==> src/rtl/load_stuff.sv <==
// Stock-table loader: parses ENTRIES lines of WIDTH ASCII binary digits (LF-terminated,
// optional CR before LF) into a shadow table and publishes it atomically on success.
module load_stuff #(
  parameter int ENTRIES = 8,
  parameter int WIDTH   = 11
) (
  input  logic                       clock,
  input  logic                       reset_n,
  input  logic                       start,
  input  logic [7:0]                 in_byte,
  input  logic                       in_valid,
  output logic                       in_ready,
  output logic [ENTRIES*WIDTH-1:0]   data_flat,
  output logic                       busy,
  output logic                       done,
  output logic                       error,
  output logic [3:0]                 entry_cnt,
  output logic [2:0]                 state_dbg
);
  // Handshake: a byte transfers on a rising edge where in_valid && in_ready;
  // in_ready depends only on state, never on in_valid.
  localparam int DW = $clog2(WIDTH + 1);

  typedef enum logic [2:0] {S_IDLE, S_DIGIT, S_EOL, S_DONE, S_ERR} state_t;

  state_t                   state_q, state_d;
  logic [WIDTH-1:0]         shift_q, shift_d;
  logic [DW-1:0]            dcnt_q, dcnt_d;
  logic [3:0]               cnt_q, cnt_d;
  logic [WIDTH-1:0]         shadow_q [ENTRIES];
  logic [WIDTH-1:0]         shadow_d [ENTRIES];
  logic [ENTRIES*WIDTH-1:0] data_q, data_d;
  logic                     err_q, err_d;
  logic                     xfer;
  logic                     is_digit;

  assign in_ready  = (state_q == S_DIGIT) || (state_q == S_EOL);
  assign busy      = in_ready || (state_q == S_DONE);
  assign done      = (state_q == S_DONE);
  assign error     = err_q;
  assign entry_cnt = cnt_q;
  assign data_flat = data_q;
  assign state_dbg = state_q;

  assign xfer     = in_valid && in_ready;
  assign is_digit = (in_byte == 8'h30) || (in_byte == 8'h31);

  always_comb begin
    state_d  = state_q;
    shift_d  = shift_q;
    dcnt_d   = dcnt_q;
    cnt_d    = cnt_q;
    shadow_d = shadow_q;
    data_d   = data_q;
    err_d    = err_q;
    case (state_q)
      S_IDLE, S_ERR: begin
        if (start) begin
          state_d = S_DIGIT;
          err_d   = 1'b0;
          cnt_d   = '0;
          dcnt_d  = '0;
          shift_d = '0;
        end
      end
      S_DIGIT: begin
        if (xfer) begin
          if (is_digit) begin
            shift_d = {shift_q[WIDTH-2:0], in_byte[0]};
            dcnt_d  = dcnt_q + DW'(1);
            if (dcnt_q == DW'(WIDTH - 1)) state_d = S_EOL;
          end else begin
            state_d = S_ERR;
            err_d   = 1'b1;
          end
        end
      end
      S_EOL: begin
        if (xfer) begin
          if (in_byte == 8'h0A) begin
            for (int i = 0; i < ENTRIES; i++) begin
              if (cnt_q == 4'(i)) shadow_d[i] = shift_q;
            end
            dcnt_d = '0;
            if (cnt_q != 4'(ENTRIES)) cnt_d = cnt_q + 4'd1;
            // Publish includes the entry being written on this same edge.
            if (cnt_q >= 4'(ENTRIES - 1)) begin
              state_d = S_DONE;
              for (int i = 0; i < ENTRIES; i++) data_d[WIDTH*i +: WIDTH] = shadow_d[i];
            end else begin
              state_d = S_DIGIT;
            end
          end else if (in_byte != 8'h0D) begin
            state_d = S_ERR;
            err_d   = 1'b1;
          end
        end
      end
      S_DONE:  state_d = S_IDLE;
      default: state_d = S_IDLE;
    endcase
  end

  always_ff @(posedge clock or negedge reset_n) begin
    if (!reset_n) begin
      state_q <= S_IDLE;
      shift_q <= '0;
      dcnt_q  <= '0;
      cnt_q   <= '0;
      data_q  <= '0;
      err_q   <= 1'b0;
      for (int i = 0; i < ENTRIES; i++) shadow_q[i] <= '0;
    end else begin
      state_q  <= state_d;
      shift_q  <= shift_d;
      dcnt_q   <= dcnt_d;
      cnt_q    <= cnt_d;
      data_q   <= data_d;
      err_q    <= err_d;
      shadow_q <= shadow_d;
    end
  end
endmodule

==> config.mk <==
export PLATFORM = sky130hd
export DESIGN_NAME = load_stuff
export DESIGN_NICKNAME = d
export VERILOG_FILES = /design/src/rtl/load_stuff.sv
export SDC_FILE = /design/constraint.sdc
export NUM_CORES = 1
export LEC_CHECK = 0
export BUFFER_PORTS_ARGS = -buffer_cell sky130_fd_sc_hd__buf_2
export CORE_MARGIN = 5
export CORE_UTILIZATION = 35
export DETAILED_ROUTE_END_ITERATION = 8
export GPL_ROUTABILITY_DRIVEN = 0
export PLACE_DENSITY = 0.62
export SETUP_SLACK_MARGIN = 0.2
export SYNTH_ARGS = -nofsm -noshare
export SYNTH_HDL_FRONTEND = slang
export SYNTH_SLANG_ARGS = --single-unit
==> constraint.sdc <==
create_clock -name clock -period 4.8 [get_ports clock]
set_input_delay 1.44 -clock clock [delete_from_list [all_inputs] [get_ports clock]]
set_output_delay 1.44 -clock clock [all_outputs]
set_load 0.01 [all_outputs]
# --- Word level (Yosys, flattened, before mapping) ---
# Cells that the tools add are included.
totals:
  mem_count: 0
  latch_bits: 0
  regBits: 199
  wordCells: 100
  in_bits: 12
  out_inout_bits: 99
  ramBits: 0
  mem_bits_ro: 0
classes:
  add_sub_neg: 2
  muxes: 38
  eq_ne: 28
  n_shift: 0
  magnitude_cmp: 1
  div: 0
  multipliers: 0
  bitwise: 0
  reduce_logical: 17
op_table:
  columns: ["op", "n"]
  rows:
  - ["$mux 11", 11]
  - ["$mux 4", 8]
  - ["$pmux 11 s2", 1]
  - ["$mux 3", 7]
  - ["$eq 4x3->1 const B", 4]
  - ["$eq 8x6->1 const B", 2]
  - ["$ne 2x2->1 const B", 6]
  - ["$pmux 4 s3", 1]
  - ["$reduce_and 5->1", 2]
  - ["$pmux 3 s3", 1]
  - ["$add 4x1->4 const B", 2]
  - ["$eq 4x2->1 const B", 2]
  - ["$eq 8x4->1 const B", 1]
  - ["$ne 8x4->1 const B", 1]
  - ["$pmux 4 s2", 1]
  - ["$reduce_and 4->1", 2]
  - ["$reduce_and 7->1", 1]
  - ["$eq 3x2->1 const B", 2]
  - ["$mux 1", 6]
  - ["$ne 2x1->1 const B", 3]
  - ["$reduce_and 6->1", 1]
  - ["$eq 4x1->1 const B", 1]
  - ["$eq 4x4->1 const B", 1]
  - ["$ge 4x3->1 const B", 1]
  - ["other kinds (15)", 18]

# --- Longest topological paths before layout ---
# Gate-level depths: netlist of run 1.
depth:
  depth_word: 5
  depth_mapped: 9
  ltp_nobuf: 6

# --- Worst setup path before layout of run 1 ---
# No wires, ideal clock.
synth_path:
  kind: "input to register"
  from: "input port in_byte[4]"
  to: "register shadow_q[12] (netlist name)"
  required_ns: 4.675
  arrival_ns: 3.094
  setup_time_ns: 0.125
  setup_slack_ns: 1.582
  cell_stages: 6
  n_path_buf: 1
  path_cell_list: "or4b_4 -> nor4_4 -> nand2_1 -> nor2_1 -> buf_4 -> mux2_2"
synth_via:
  elab_chain_cells: 2
synth_lines:
  columns: ["item", "line", "rtl"]
  rows:
  - ["from (decl)", "10", "input logic [7:0] in_byte,"]
  - ["$eq 8x4->1", "80", "if (in_byte == 8'h0A) begin"]
  - ["$reduce_and 3->1 (no line)", null, null]
  - ["to (signal assigned)", "120", "shadow_q <= shadow_d;"]
  - ["to (decl)", "30", "logic [WIDTH-1:0] shadow_q [ENTRIES];"]
# No other way between the ends.
# A chain may end at the register's enable or synchronous reset.

# --- Worst setup path in the final report of run 1 ---
layout_path:
  from: "register state_q[1] (netlist: state_dbg[1])"
  to: "output port in_ready"
layout_via:
  elab_chain_cells: 2
  elab_cells_between_ends: 3
  cone_classes: "eq/ne: 2; reduce/logical: 1"
layout_lines:
  columns: ["item", "line", "rtl"]
  rows:
  - ["from (decl)", "26", "state_t state_q, state_d;"]
  - ["from (signal assigned)", "114", "state_q <= state_d;"]
  - ["$eq 3x1->1 or $eq 3x2->1 (tied branches)", "37", "assign in_ready = (state_q == S_DIGIT) || (state_q == S_EOL);"]
  - ["$logic_or 1x1->1 (*)", "37", null]
  - ["to (decl)", "12", "output logic in_ready,"]
# Mark *: on every way between the ends. The rest lies on a longest branch, timed or not.

==> metrics.txt, run 1 <==
# TYPE chip_impl_metric gauge
chip_impl_metric{name="postRouteAntennaNets",unit=""} 0
chip_impl_metric{name="cts_buffers",unit=""} 17
chip_impl_metric{name="report.final.hold_viol_count",unit=""} 0
chip_impl_metric{name="skew",unit="ps"} 10.6
chip_impl_metric{name="worst-path-max-fanout",unit=""} 14
chip_impl_metric{name="fin_setup_tns",unit="ps"} 0
chip_impl_info{name="unrepaired_setup_endpoints_after_global_routing",value="no"} 1
chip_impl_metric{name="flow.area_growth_from_synthesis",unit="%"} 14.8
chip_impl_metric{name="slew_headroom",unit="%"} 39.3
chip_impl_metric{name="cts.path.max_buffers",unit=""} 2
chip_impl_metric{name="place.detailed.hpwl",unit="mm"} 12.6
chip_impl_metric{name="netlist_instances",unit=""} 740
chip_impl_info{name="setup.worst_path.end_class",value="primary output"} 1
chip_impl_metric{name="yosys_register_bits",unit=""} 199
chip_impl_metric{name="hold-path-cell-count",unit=""} 2
chip_impl_info{name="worstHoldPathType",value="flop to flop"} 1
chip_impl_metric{name="relative_contribution_of_combinational_cells_to_total_power",unit="%"} 6.9
chip_impl_info{name="cts_tree",value="built"} 1
chip_impl_metric{name="route.detailed.wl_per_inst",unit="µm"} 17.2
chip_impl_metric{name="die-area",unit="µm²"} 28300
chip_impl_metric{name="number_of_enable_type_register_cells_in_the_synthesized_netlist",unit=""} 0
chip_impl_info{name="r2r_start",value="state_dbg[1]"} 1
chip_impl_metric{name="seq_total_area_yosys",unit="%"} 56.9
chip_impl_metric{name="grtUsageTotal",unit="%"} 14.2
chip_impl_metric{name="finalSetupViolations",unit=""} 0
chip_impl_metric{name="antenna_cells_inserted",unit=""} 0
chip_impl_metric{name="layout.nets",unit=""} 826
chip_impl_metric{name="grt_antenna_before_repair",unit=""} 0
chip_impl_info{name="result_of_the_run",value="complete, no violations"} 1
chip_impl_metric{name="peakVddDrop",unit="V"} 0.000172
chip_impl_metric{name="ff2ff_path_depth",unit=""} 4
chip_impl_metric{name="yosysWarningCount",unit=""} 0
chip_impl_metric{name="place.port_buffers",unit=""} 110
chip_impl_metric{name="critPathRequiredTime",unit="ps"} 3360
chip_impl_metric{name="power.switching",unit="mW"} 0.817
chip_impl_metric{name="crit_arrival",unit="ps"} 1900
chip_impl_metric{name="std_cell_rows",unit=""} 57
chip_impl_metric{name="globalRouteOverflowTotal",unit=""} 0
chip_impl_metric{name="pwr-share-clk",unit="%"} 41.4
chip_impl_metric{name="global_route_wire_length_before_repair",unit="mm"} 31.6
chip_impl_metric{name="synth_nets",unit=""} 758
chip_impl_metric{name="initial_utilization",unit="%"} 35.8
chip_impl_metric{name="placed_cell_area",unit="µm²"} 9490
chip_impl_metric{name="powerDensity",unit="nW/µm²"} 331
chip_impl_metric{name="avgViaCountPerCell",unit=""} 4.89
chip_impl_metric{name="grt_max_degree",unit=""} 177
chip_impl_metric{name="max_cap_violations",unit=""} 0
chip_impl_metric{name="place.detailed.instances",unit=""} 1113
chip_impl_info{name="synth_ff_type",value="sky130_fd_sc_hd__dfrtp_1"} 1
chip_impl_metric{name="intPower",unit="mW"} 2.51
chip_impl_metric{name="utilization",unit="%"} 41.1
chip_impl_metric{name="fp.dieH",unit="µm"} 168
chip_impl_metric{name="horizontal_extent_of_the_die",unit="µm"} 168
chip_impl_metric{name="cts_max_level",unit=""} 4
chip_impl_metric{name="drt_pre_antenna_iters",unit=""} 4
chip_impl_metric{name="cts_setup_buffers",unit=""} 0
chip_impl_metric{name="grt_pass1_vias",unit=""} 5543
chip_impl_metric{name="drt-total-wl",unit="mm"} 19.6
chip_impl_metric{name="final_period_minus_worst_setup_slack",unit="ps"} 3340
chip_impl_metric{name="finalNonFillerCells",unit=""} 1144
chip_impl_info{name="hold_sp",value="data_flat[25]"} 1
chip_impl_metric{name="drc",unit=""} 0
chip_impl_metric{name="switching_share",unit="%"} 24.5
chip_impl_info{name="critPathKind",value="flop to primary output"} 1
chip_impl_metric{name="num_vias",unit=""} 5599
chip_impl_info{name="critical_path.startpoint_type",value="flop"} 1
chip_impl_metric{name="worst_slew_pin_slew",unit="ps"} 910
chip_impl_metric{name="syn_avg_cell_area",unit="µm²"} 11.8
chip_impl_metric{name="io_pins",unit=""} 111
chip_impl_metric{name="finish.instance_area",unit="µm²"} 10000
chip_impl_metric{name="fin_worst_hold_slack",unit="ps"} 473
chip_impl_info{name="worstReg2RegEnd",value="shadow_q[86]"} 1
chip_impl_metric{name="async_reset_ff_share",unit="%"} 100
chip_impl_info{name="layout_commonest_cell",value="sky130_fd_sc_hd__dfrtp_1"} 1
chip_impl_metric{name="cts.hold.buffers_added",unit=""} 0
chip_impl_metric{name="p_leak",unit="nW"} 5.14
chip_impl_info{name="clk_root_buffer_cell",value="sky130_fd_sc_hd__clkbuf_16"} 1
chip_impl_metric{name="yosys.cell_types.count",unit=""} 41
chip_impl_metric{name="final-max-slew-violation-count",unit=""} 0
chip_impl_metric{name="final_worst_path_period_share",unit="%"} 69.5
chip_impl_info{name="most_frequent_cells_in_the_layout",value="sky130_fd_sc_hd__dfrtp_1 (199), sky130_fd_sc_hd__buf_2 (109), sky130_fd_sc_hd__nand2_1 (106)"} 1
chip_impl_metric{name="power.sequential.fraction",unit="%"} 51.7
chip_impl_metric{name="fraction_of_layout_instances_using_a_drive_strength_above_1",unit="%"} 29.1
chip_impl_metric{name="worst_setup_hold_path_clk_slew",unit="ps"} 70
chip_impl_metric{name="numClockSinks",unit=""} 199
chip_impl_metric{name="clock.fmax",unit="MHz"} 300
chip_impl_metric{name="clk_latency",unit="ps"} 440
chip_impl_info{name="min_delay_worst_endpoint",value="data_flat[25]"} 1
chip_impl_metric{name="reg2reg_slack",unit="ps"} 2040
chip_impl_metric{name="detailedRoute.firstIterationViolations",unit=""} 251
chip_impl_metric{name="mappedNetlistArea",unit="µm²"} 8750
chip_impl_metric{name="post_cts_resized",unit=""} 0
chip_impl_metric{name="core",unit="µm²"} 24500
==> worst max-delay path, stage by stage, from the launching register on <==
cell	delay, ps
sky130_fd_sc_hd__dfrtp_1	580
sky130_fd_sc_hd__or3b_1	590
sky130_fd_sc_hd__nand2_1	150
sky130_fd_sc_hd__buf_2	140
==> area by class of cell <==
type                    instances  area, µm²
inverters                       6       22.5
clock buffers                  21        460
clock inverters                10       98.8
fillers                      2359      14400
repair buffers                117        649
multi-input cells             467       3430
well taps                     324        405
flip-flops and latches        199       4980
==> per-stage QoR <==
step                      worst slack, ps  total power, mW
final                                1460             3.33
after CTS                            1440             3.36
after floorplan                      1580             1.89
after detailed placement             1110             1.98
after global placement               1160             1.98
after global routing                 1350             3.46
==> cells by family (layout without fill, tap and decap cells) <==
family	after synthesis	in the layout	share of synthesized area (%)
flops	199	199	56.9
mux	178	178	21.6
simple gates	159	159	8.41
compound gates	124	124	8.21
buf+inv	74	154	4.02
fa+ha+maj	6	6	0.858
==> synthesized netlist by cell type, drive strengths merged, types with 3 or more instances <==
| cell | n | share of area [%] |
|---|---|---|
| mux2 | 88 | 11 |
| inv | 6 | 0.26 |
| nor2 | 13 | 0.56 |
| a22o | 12 | 1.2 |
| nor3b | 3 | 0.26 |
| ha | 6 | 0.86 |
| and2 | 8 | 0.57 |
| nor3 | 5 | 0.29 |
| o31ai | 3 | 0.26 |
| o21ai | 94 | 5.4 |
| buf | 31 | 2.2 |
| dfrtp | 199 | 57 |
| nand2 | 106 | 4.5 |
| a21oi | 3 | 0.17 |
| mux2i | 90 | 10 |
| nor4 | 4 | 0.63 |
| clkbuf | 37 | 1.6 |
| nand3 | 9 | 0.51 |
==> how the worst max path moves through the flow <==
stage | from | slack (ps) | cells after the start | endpoint
after global routing | state_dbg[1] | 1350 | 3 | in_ready
after global placement | in_byte[4] | 1160 | 7 | shadow_q[24]
after floorplan | in_byte[4] | 1580 | 6 | shadow_q[12]
after detailed placement | in_byte[4] | 1110 | 5 | shadow_q[86]
after CTS | state_dbg[1] | 1440 | 3 | in_ready
final | state_dbg[1] | 1460 | 3 | in_ready
==> flip-flops by register name, indices dropped and copies added (netlist names) <==
register / cells
data_flat: 88
shadow_q: 88
state_dbg: 3
error: 1
entry_cnt: 4
dcnt_q: 4
shift_q: 11
==> power by group through the flow <==
stage,clock network [mW],logic (mW),registers [mW]
6_report,1.38,0.230,1.72
5_1_grt,1.47,0.260,1.73
4_1_cts,1.40,0.233,1.72
3_5_place_dp,0,0.232,1.75
3_3_place_gp,0,0.231,1.75
2_1_floorplan,0,0.149,1.74
==> layer usage <==
metal | up-vias | wire length [µm] | GRT usage (%)
met5 | - | 0 | 0
met4 | 0 | 250 | 4.09
met3 | 18 | 1130 | 4.03
met2 | 113 | 8740 | 20.9
met1 | 2751 | 9510 | 20.4
li1 | 2717 | - | -
No activity file was read; power rests on OpenSTA's default activity.
==> run 2: changes to the inputs <==
clock period = 3.5 ns   (was 4.8 ns; I/O delays follow)
==> metrics.txt, run 2 (synthesis results as in run 1) <==
# TYPE chip_impl_metric gauge
chip_impl_metric{name="num_vias",unit=""} 5601
chip_impl_info{name="top_signal_layer_used",value="met4"} 1
chip_impl_metric{name="global_route_wire_length_before_repair",unit="mm"} 31.6
chip_impl_metric{name="wl_met3",unit="mm"} 1.17
chip_impl_metric{name="final_worst_path_period_share",unit="%"} 84.7
chip_impl_metric{name="finalNonFillerCells",unit=""} 1153
chip_impl_metric{name="worst_slack",unit="ps"} 535
chip_impl_info{name="startpoint",value="state_dbg[1]"} 1
chip_impl_info{name="setup.worst_path.end_class",value="primary output"} 1
chip_impl_metric{name="power.sequential.fraction",unit="%"} 50.6
chip_impl_metric{name="fin_setup_tns",unit="ps"} 0
chip_impl_metric{name="switching_share",unit="%"} 25.0
chip_impl_info{name="critPathKind",value="flop to primary output"} 1
chip_impl_metric{name="grt_antenna_before_repair",unit=""} 0
chip_impl_metric{name="critPathRequiredTime",unit="ps"} 2450
chip_impl_metric{name="postRouteAntennaNets",unit=""} 0
chip_impl_metric{name="timing.critical_path.buf_inv",unit=""} 1
chip_impl_metric{name="cts.path.max_buffers",unit=""} 2
chip_impl_metric{name="cts.hold.buffers_added",unit=""} 0
chip_impl_info{name="worst_path_max_delay_cell",value="sky130_fd_sc_hd__dfrtp_1"} 1
chip_impl_metric{name="skew",unit="ps"} 20.6
chip_impl_metric{name="initial_utilization",unit="%"} 35.8
chip_impl_metric{name="cts_setup_buffers",unit=""} 0
chip_impl_metric{name="avgViaCountPerCell",unit=""} 4.86
chip_impl_metric{name="intPower",unit="mW"} 3.50
chip_impl_info{name="layout_commonest_cell",value="sky130_fd_sc_hd__dfrtp_1"} 1
chip_impl_metric{name="drc",unit=""} 0
chip_impl_metric{name="finalSetupViolations",unit=""} 0
chip_impl_metric{name="io_pins",unit=""} 111
chip_impl_info{name="worstSetupEndpoint",value="in_ready"} 1
chip_impl_metric{name="worst-path-max-fanout",unit=""} 14
chip_impl_metric{name="max_cap_violations",unit=""} 0
chip_impl_metric{name="crit_arrival",unit="ps"} 1910
chip_impl_metric{name="die-area",unit="µm²"} 28300
chip_impl_info{name="cts_tree",value="built"} 1
chip_impl_metric{name="worst_slew_pin_slew",unit="ps"} 871
chip_impl_info{name="result_of_the_run",value="complete, no violations"} 1
chip_impl_metric{name="fp.dieH",unit="µm"} 168
chip_impl_metric{name="p_leak",unit="nW"} 5.20
chip_impl_metric{name="clk_latency",unit="ps"} 450
chip_impl_metric{name="critPathMaxStageDelay",unit="ps"} 610
chip_impl_info{name="critical_path.startpoint_type",value="flop"} 1
chip_impl_metric{name="reg2reg_slack",unit="ps"} 810
chip_impl_metric{name="power.switching",unit="mW"} 1.16
chip_impl_metric{name="place.detailed.hpwl",unit="mm"} 12.8
chip_impl_metric{name="horizontal_extent_of_the_die",unit="µm"} 168
chip_impl_metric{name="globalRouteOverflowTotal",unit=""} 0
chip_impl_metric{name="placed_cell_area",unit="µm²"} 9550
chip_impl_metric{name="fraction_of_layout_instances_using_a_drive_strength_above_1",unit="%"} 30.2
chip_impl_metric{name="flow.area_growth_from_synthesis",unit="%"} 15.8
chip_impl_info{name="path_delay_family",value="simple AND/OR/NAND/NOR gates"} 1
chip_impl_metric{name="route.detailed.wl_per_inst",unit="µm"} 17.0
chip_impl_metric{name="place.detailed.instances",unit=""} 1121
chip_impl_metric{name="antenna_cells_inserted",unit=""} 0
chip_impl_metric{name="worst_setup_hold_path_clk_slew",unit="ps"} 70
chip_impl_info{name="path_cells",value="or3b_1 -> nand2_1 -> buf_2"} 1
chip_impl_metric{name="grt_max_degree",unit=""} 103
chip_impl_metric{name="final_period_minus_worst_setup_slack",unit="ps"} 2960
chip_impl_metric{name="post_cts_resized",unit=""} 0
chip_impl_metric{name="clock.fmax",unit="MHz"} 337
chip_impl_metric{name="relative_contribution_of_combinational_cells_to_total_power",unit="%"} 6.8
chip_impl_metric{name="met1Wirelength",unit="mm"} 9.46
chip_impl_metric{name="placement.setup.worst_slack",unit="ps"} 309
chip_impl_info{name="worstHoldPathType",value="flop to flop"} 1
chip_impl_metric{name="finish.instance_area",unit="µm²"} 10100
chip_impl_metric{name="fin_worst_hold_slack",unit="ps"} 473
chip_impl_metric{name="std_cell_rows",unit=""} 57
chip_impl_metric{name="core",unit="µm²"} 24500
chip_impl_metric{name="final-max-slew-violation-count",unit=""} 0
chip_impl_metric{name="grt_pass1_vias",unit=""} 5715
chip_impl_metric{name="drt-total-wl",unit="mm"} 19.6
chip_impl_metric{name="ff2ff_path_depth",unit=""} 6
chip_impl_metric{name="powerDensity",unit="nW/µm²"} 460
chip_impl_metric{name="drt_pre_antenna_iters",unit=""} 7
chip_impl_metric{name="place.port_buffers",unit=""} 110
chip_impl_metric{name="cts_max_level",unit=""} 4
chip_impl_metric{name="grtUsageTotal",unit="%"} 14.2
chip_impl_info{name="unrepaired_setup_endpoints_after_global_routing",value="no"} 1
chip_impl_metric{name="pwr-share-clk",unit="%"} 42.6
chip_impl_metric{name="peakVddDrop",unit="V"} 0.000203
chip_impl_metric{name="layout.nets",unit=""} 834
chip_impl_metric{name="numClockSinks",unit=""} 199
chip_impl_metric{name="crit_cells",unit=""} 3
chip_impl_info{name="most_frequent_cells_in_the_layout",value="sky130_fd_sc_hd__dfrtp_1 (199), sky130_fd_sc_hd__buf_2 (109), sky130_fd_sc_hd__nand2_1 (106)"} 1
chip_impl_metric{name="report.final.hold_viol_count",unit=""} 0
chip_impl_info{name="clk_root_buffer_cell",value="sky130_fd_sc_hd__clkbuf_16"} 1
chip_impl_metric{name="slew_headroom",unit="%"} 41.9
chip_impl_metric{name="cts_buffers",unit=""} 17
chip_impl_info{name="worstReg2RegEnd",value="shadow_q[11]"} 1
chip_impl_metric{name="met2RoutedLength",unit="mm"} 8.77
chip_impl_info{name="r2r_start",value="state_dbg[1]"} 1
chip_impl_metric{name="detailedRoute.firstIterationViolations",unit=""} 295
[run 2: cell count changes in the layout (fill, tap and decap cells not counted), sizes merged]
cell | before | now
buf | 116 | 124
inv | 7 | 12
clkbuf | 22 | 18
bufinv | 1 | 2
clkinvlp | 2 | 1
[run 2: worst min-delay path by stage]
| stage | startpoint | end | slack [ps] | cells after the start |
|---|---|---|---|---|
| 2_1_floorplan | shadow_q[44] | shadow_q[44] | 480 | 1 |
| 3_3_place_gp | data_flat[42] | data_flat[42] | 460 | 2 |
| 3_5_place_dp | data_flat[30] | data_flat[30] | 470 | 2 |
| 4_1_cts | data_flat[25] | data_flat[25] | 480 | 2 |
| 5_1_grt | data_flat[30] | data_flat[30] | 500 | 2 |
| 6_report | data_flat[24] | data_flat[24] | 470 | 2 |
[run 2: final cells by class]
type                       instances  area (µm²)
multi-input combinational        467        3430
tap                              324         405
clock inverter                    15         165
inverter                           6        22.5
fill                            2342       14300
sequential                       199        4980
clock buffer                      17         425
timing repair buffer             125         709
[run 2: worst reg2reg max path, stage by stage (launching register included)]
cell                      delay [ps]
sky130_fd_sc_hd__dfrtp_1         610
sky130_fd_sc_hd__or3b_1          580
sky130_fd_sc_hd__nor4_4          450
sky130_fd_sc_hd__nand2_1         210
sky130_fd_sc_hd__nor2_1          150
sky130_fd_sc_hd__buf_4           220
sky130_fd_sc_hd__mux2_2          350
[run 2: metal layers]
layer	vias up	GRT usage (%)
li1	2726	-
met1	2735	19.4
met2	121	22.0
met3	19	4.38
met4	0	3.63
met5	-	0
[run 2: through the flow]
step           util (%)  total power [mW]
2_1_floorplan         -              2.59
6_report           41.4              4.66
3_3_place_gp       39.0              2.72
5_1_grt            41.4              4.85
4_1_cts            41.4              4.71
3_5_place_dp       39.0              2.72
[run 2: power by group through the flow]
stage | clock (mW) | combinational, mW | sequential, mW
after floorplan | 0 | 0.205 | 2.38
after global placement | 0 | 0.317 | 2.41
after detailed placement | 0 | 0.318 | 2.40
after CTS | 2.03 | 0.321 | 2.36
after global routing | 2.12 | 0.360 | 2.36
final | 1.98 | 0.316 | 2.36
==> run 3: changes to the inputs <==
PLACE_DENSITY = 0.64   (was 0.62)
clock period = 2.7 ns   (was 3.5 ns; I/O delays follow)
==> metrics.txt, run 3 (synthesis results as in run 1) <==
# TYPE chip_impl_metric gauge
chip_impl_metric{name="critPathMaxStageDelay",unit="ps"} 430
chip_impl_metric{name="overall_power",unit="mW"} 5.87
chip_impl_metric{name="num_vias",unit=""} 5624
chip_impl_metric{name="drc",unit=""} 0
chip_impl_metric{name="grt_max_degree",unit=""} 62
chip_impl_metric{name="p_leak",unit="nW"} 5.29
chip_impl_metric{name="grtUsageTotal",unit="%"} 14.2
chip_impl_metric{name="place.port_buffers",unit=""} 110
chip_impl_metric{name="worst-path-max-fanout",unit=""} 8
chip_impl_metric{name="finalNonFillerCells",unit=""} 1176
chip_impl_metric{name="drt_pre_antenna_iters",unit=""} 4
chip_impl_metric{name="n_fill_cell",unit=""} 2333
chip_impl_metric{name="fp.dieH",unit="µm"} 168
chip_impl_info{name="layout_commonest_cell",value="sky130_fd_sc_hd__dfrtp_1"} 1
chip_impl_info{name="most_frequent_cells_in_the_layout",value="sky130_fd_sc_hd__dfrtp_1 (199), sky130_fd_sc_hd__buf_2 (109), sky130_fd_sc_hd__nand2_1 (106)"} 1
chip_impl_metric{name="worst_setup_hold_path_clk_slew",unit="ps"} 70
chip_impl_metric{name="switching_share",unit="%"} 24.6
chip_impl_metric{name="cts.hold.buffers_added",unit=""} 0
chip_impl_metric{name="grt_antenna_before_repair",unit=""} 0
chip_impl_info{name="path_cells",value="or3b_4 -> buf_6 -> nand2_1 -> buf_2"} 1
chip_impl_metric{name="avgViaCountPerCell",unit=""} 4.78
chip_impl_metric{name="global_route_wire_length_before_repair",unit="mm"} 31.7
chip_impl_metric{name="grt_use_met3",unit="%"} 3.92
chip_impl_info{name="unrepaired_setup_endpoints_after_global_routing",value="no"} 1
chip_impl_info{name="r2r_start",value="state_dbg[0]"} 1
chip_impl_metric{name="grt_pass1_vias",unit=""} 5722
chip_impl_metric{name="powerDensity",unit="nW/µm²"} 570
chip_impl_metric{name="critPathRequiredTime",unit="ps"} 1890
chip_impl_metric{name="horizontal_extent_of_the_die",unit="µm"} 168
chip_impl_metric{name="met1_usage",unit="%"} 19.8
chip_impl_metric{name="power.switching",unit="mW"} 1.45
chip_impl_metric{name="clk_latency",unit="ps"} 440
chip_impl_metric{name="die-area",unit="µm²"} 28300
chip_impl_metric{name="clock.fmax",unit="MHz"} 414
chip_impl_metric{name="reg2reg_slack",unit="ps"} 480
chip_impl_metric{name="power.sequential.fraction",unit="%"} 51.5
chip_impl_metric{name="pwr-share-clk",unit="%"} 40.0
chip_impl_metric{name="peakVddDrop",unit="V"} 0.000303
chip_impl_metric{name="report.final.hold_viol_count",unit=""} 0
chip_impl_metric{name="grt_util_met2",unit="%"} 21.9
chip_impl_info{name="critical_path.startpoint_type",value="flop"} 1
chip_impl_metric{name="route.detailed.wl_per_inst",unit="µm"} 16.7
chip_impl_info{name="result_of_the_run",value="complete, no violations"} 1
chip_impl_metric{name="io_pins",unit=""} 111
chip_impl_metric{name="fraction_of_layout_instances_using_a_drive_strength_above_1",unit="%"} 31.6
chip_impl_info{name="global_route.peak_usage_layer",value="met2"} 1
chip_impl_metric{name="cts.path.max_buffers",unit=""} 2
chip_impl_info{name="critPathKind",value="flop to primary output"} 1
chip_impl_metric{name="antenna_cells_inserted",unit=""} 0
chip_impl_metric{name="ff2ff_path_depth",unit=""} 6
chip_impl_info{name="setup.worst_path.end_class",value="primary output"} 1
chip_impl_info{name="cts_tree",value="built"} 1
chip_impl_info{name="worstReg2RegEnd",value="shadow_q[8]"} 1
chip_impl_info{name="worst_path_max_delay_cell",value="sky130_fd_sc_hd__or3b_4"} 1
chip_impl_info{name="worstHoldPathType",value="input pin to asynchronous set/reset pin"} 1
chip_impl_metric{name="crit_arrival",unit="ps"} 1600
chip_impl_metric{name="initial_utilization",unit="%"} 35.8
chip_impl_metric{name="max_cap_violations",unit=""} 0
chip_impl_info{name="clk_root_buffer_cell",value="sky130_fd_sc_hd__clkbuf_16"} 1
chip_impl_metric{name="flow.area_growth_from_synthesis",unit="%"} 17.6
chip_impl_metric{name="cts_max_level",unit=""} 4
chip_impl_metric{name="fin_worst_hold_slack",unit="ps"} 340
chip_impl_metric{name="drt-total-wl",unit="mm"} 19.7
chip_impl_metric{name="final_worst_path_period_share",unit="%"} 89.4
chip_impl_metric{name="place.detailed.instances",unit=""} 1144
chip_impl_metric{name="core",unit="µm²"} 24500
chip_impl_metric{name="cts_buffers",unit=""} 17
chip_impl_metric{name="std_cell_rows",unit=""} 57
chip_impl_metric{name="place.detailed.hpwl",unit="mm"} 13.0
chip_impl_metric{name="final_period_minus_worst_setup_slack",unit="ps"} 2410
chip_impl_metric{name="finalSetupViolations",unit=""} 0
chip_impl_metric{name="worst_slew_pin_slew",unit="ps"} 869
chip_impl_metric{name="slew_headroom",unit="%"} 42.1
chip_impl_metric{name="globalRouteOverflowTotal",unit=""} 0
chip_impl_metric{name="numClockSinks",unit=""} 199
chip_impl_metric{name="final-max-slew-violation-count",unit=""} 0
chip_impl_metric{name="relative_contribution_of_combinational_cells_to_total_power",unit="%"} 8.5
chip_impl_metric{name="detailedRoute.firstIterationViolations",unit=""} 249
chip_impl_metric{name="postRouteAntennaNets",unit=""} 0
chip_impl_metric{name="layout.nets",unit=""} 857
chip_impl_metric{name="intPower",unit="mW"} 4.42
chip_impl_metric{name="skew",unit="ps"} 13.4
==> run 3: stage by stage <==
| step | TNS [ps] | setup WS (ps) | cell area, µm² | utilization [%] |
|---|---|---|---|---|
| 6_report | 0 | 287 | 10300 | 42.1 |
| 2_1_floorplan | 0 | 112 | 8760 | - |
| 3_5_place_dp | -7330 | -184 | 9750 | 39.9 |
| 4_1_cts | 0 | 239 | 10300 | 42.1 |
| 5_1_grt | 0 | 211 | 10300 | 42.1 |
| 3_3_place_gp | -4530 | -119 | 9750 | 39.9 |
==> run 3: worst max path at each step <==
stage	from	endpoint	slack (ps)
CTS	state_dbg[0]	in_ready	240
global placement	in_byte[4]	shadow_q[4]	-120
detailed placement	in_byte[4]	shadow_q[9]	-180
global route	state_dbg[0]	busy	210
floorplan	in_byte[4]	shadow_q[12]	110
finish	state_dbg[0]	in_ready	290
==> run 3: cell type report <==
class,instances,area (µm²),area share (%)
inverters,6,22.5,0.219
repair buffers,148,911,8.85
clock buffers,24,472,4.58
flip-flops and latches,199,4980,48.4
well taps,324,405,3.94
multi-input cells,467,3440,33.4
clock inverters,8,65.1,0.632
==> run 3: timing repair <==
item / 4_1_cts / 5_1_grt
setup buffers: 0 / 0
hold endpoints to repair: 0 / 0
endpoints found under the setup margin: 1 / 1
gates resized for setup: 1 / 1
==> run 3: power groups by stage <==
stage                     sequential [mW]  combinational (mW)  clock, mW
final                                3.02               0.500       2.35
after global routing                 3.02               0.554       2.54
after CTS                            3.02               0.502       2.41
after detailed placement             3.08               0.499          0
after global placement               3.07               0.492          0
after floorplan                      3.09               0.266          0
==> run 3: worst max-delay path: cells and delay by family (launching register included) <==
| kind | cells | cell delay (ps) |
|---|---|---|
| simple gates | 2 | 500 |
| flops | 1 | 380 |
| buf+inv | 2 | 280 |
==> run 3: per-layer routing <==
| metal | vias to the layer above | share of wire (%) |
|---|---|---|
| met1 | 2729 | 47 |
| met2 | 114 | 46 |
| li1 | 2761 | - |
| met4 | 0 | 1.3 |
| met3 | 20 | 5.6 |
| met5 | - | 0 |
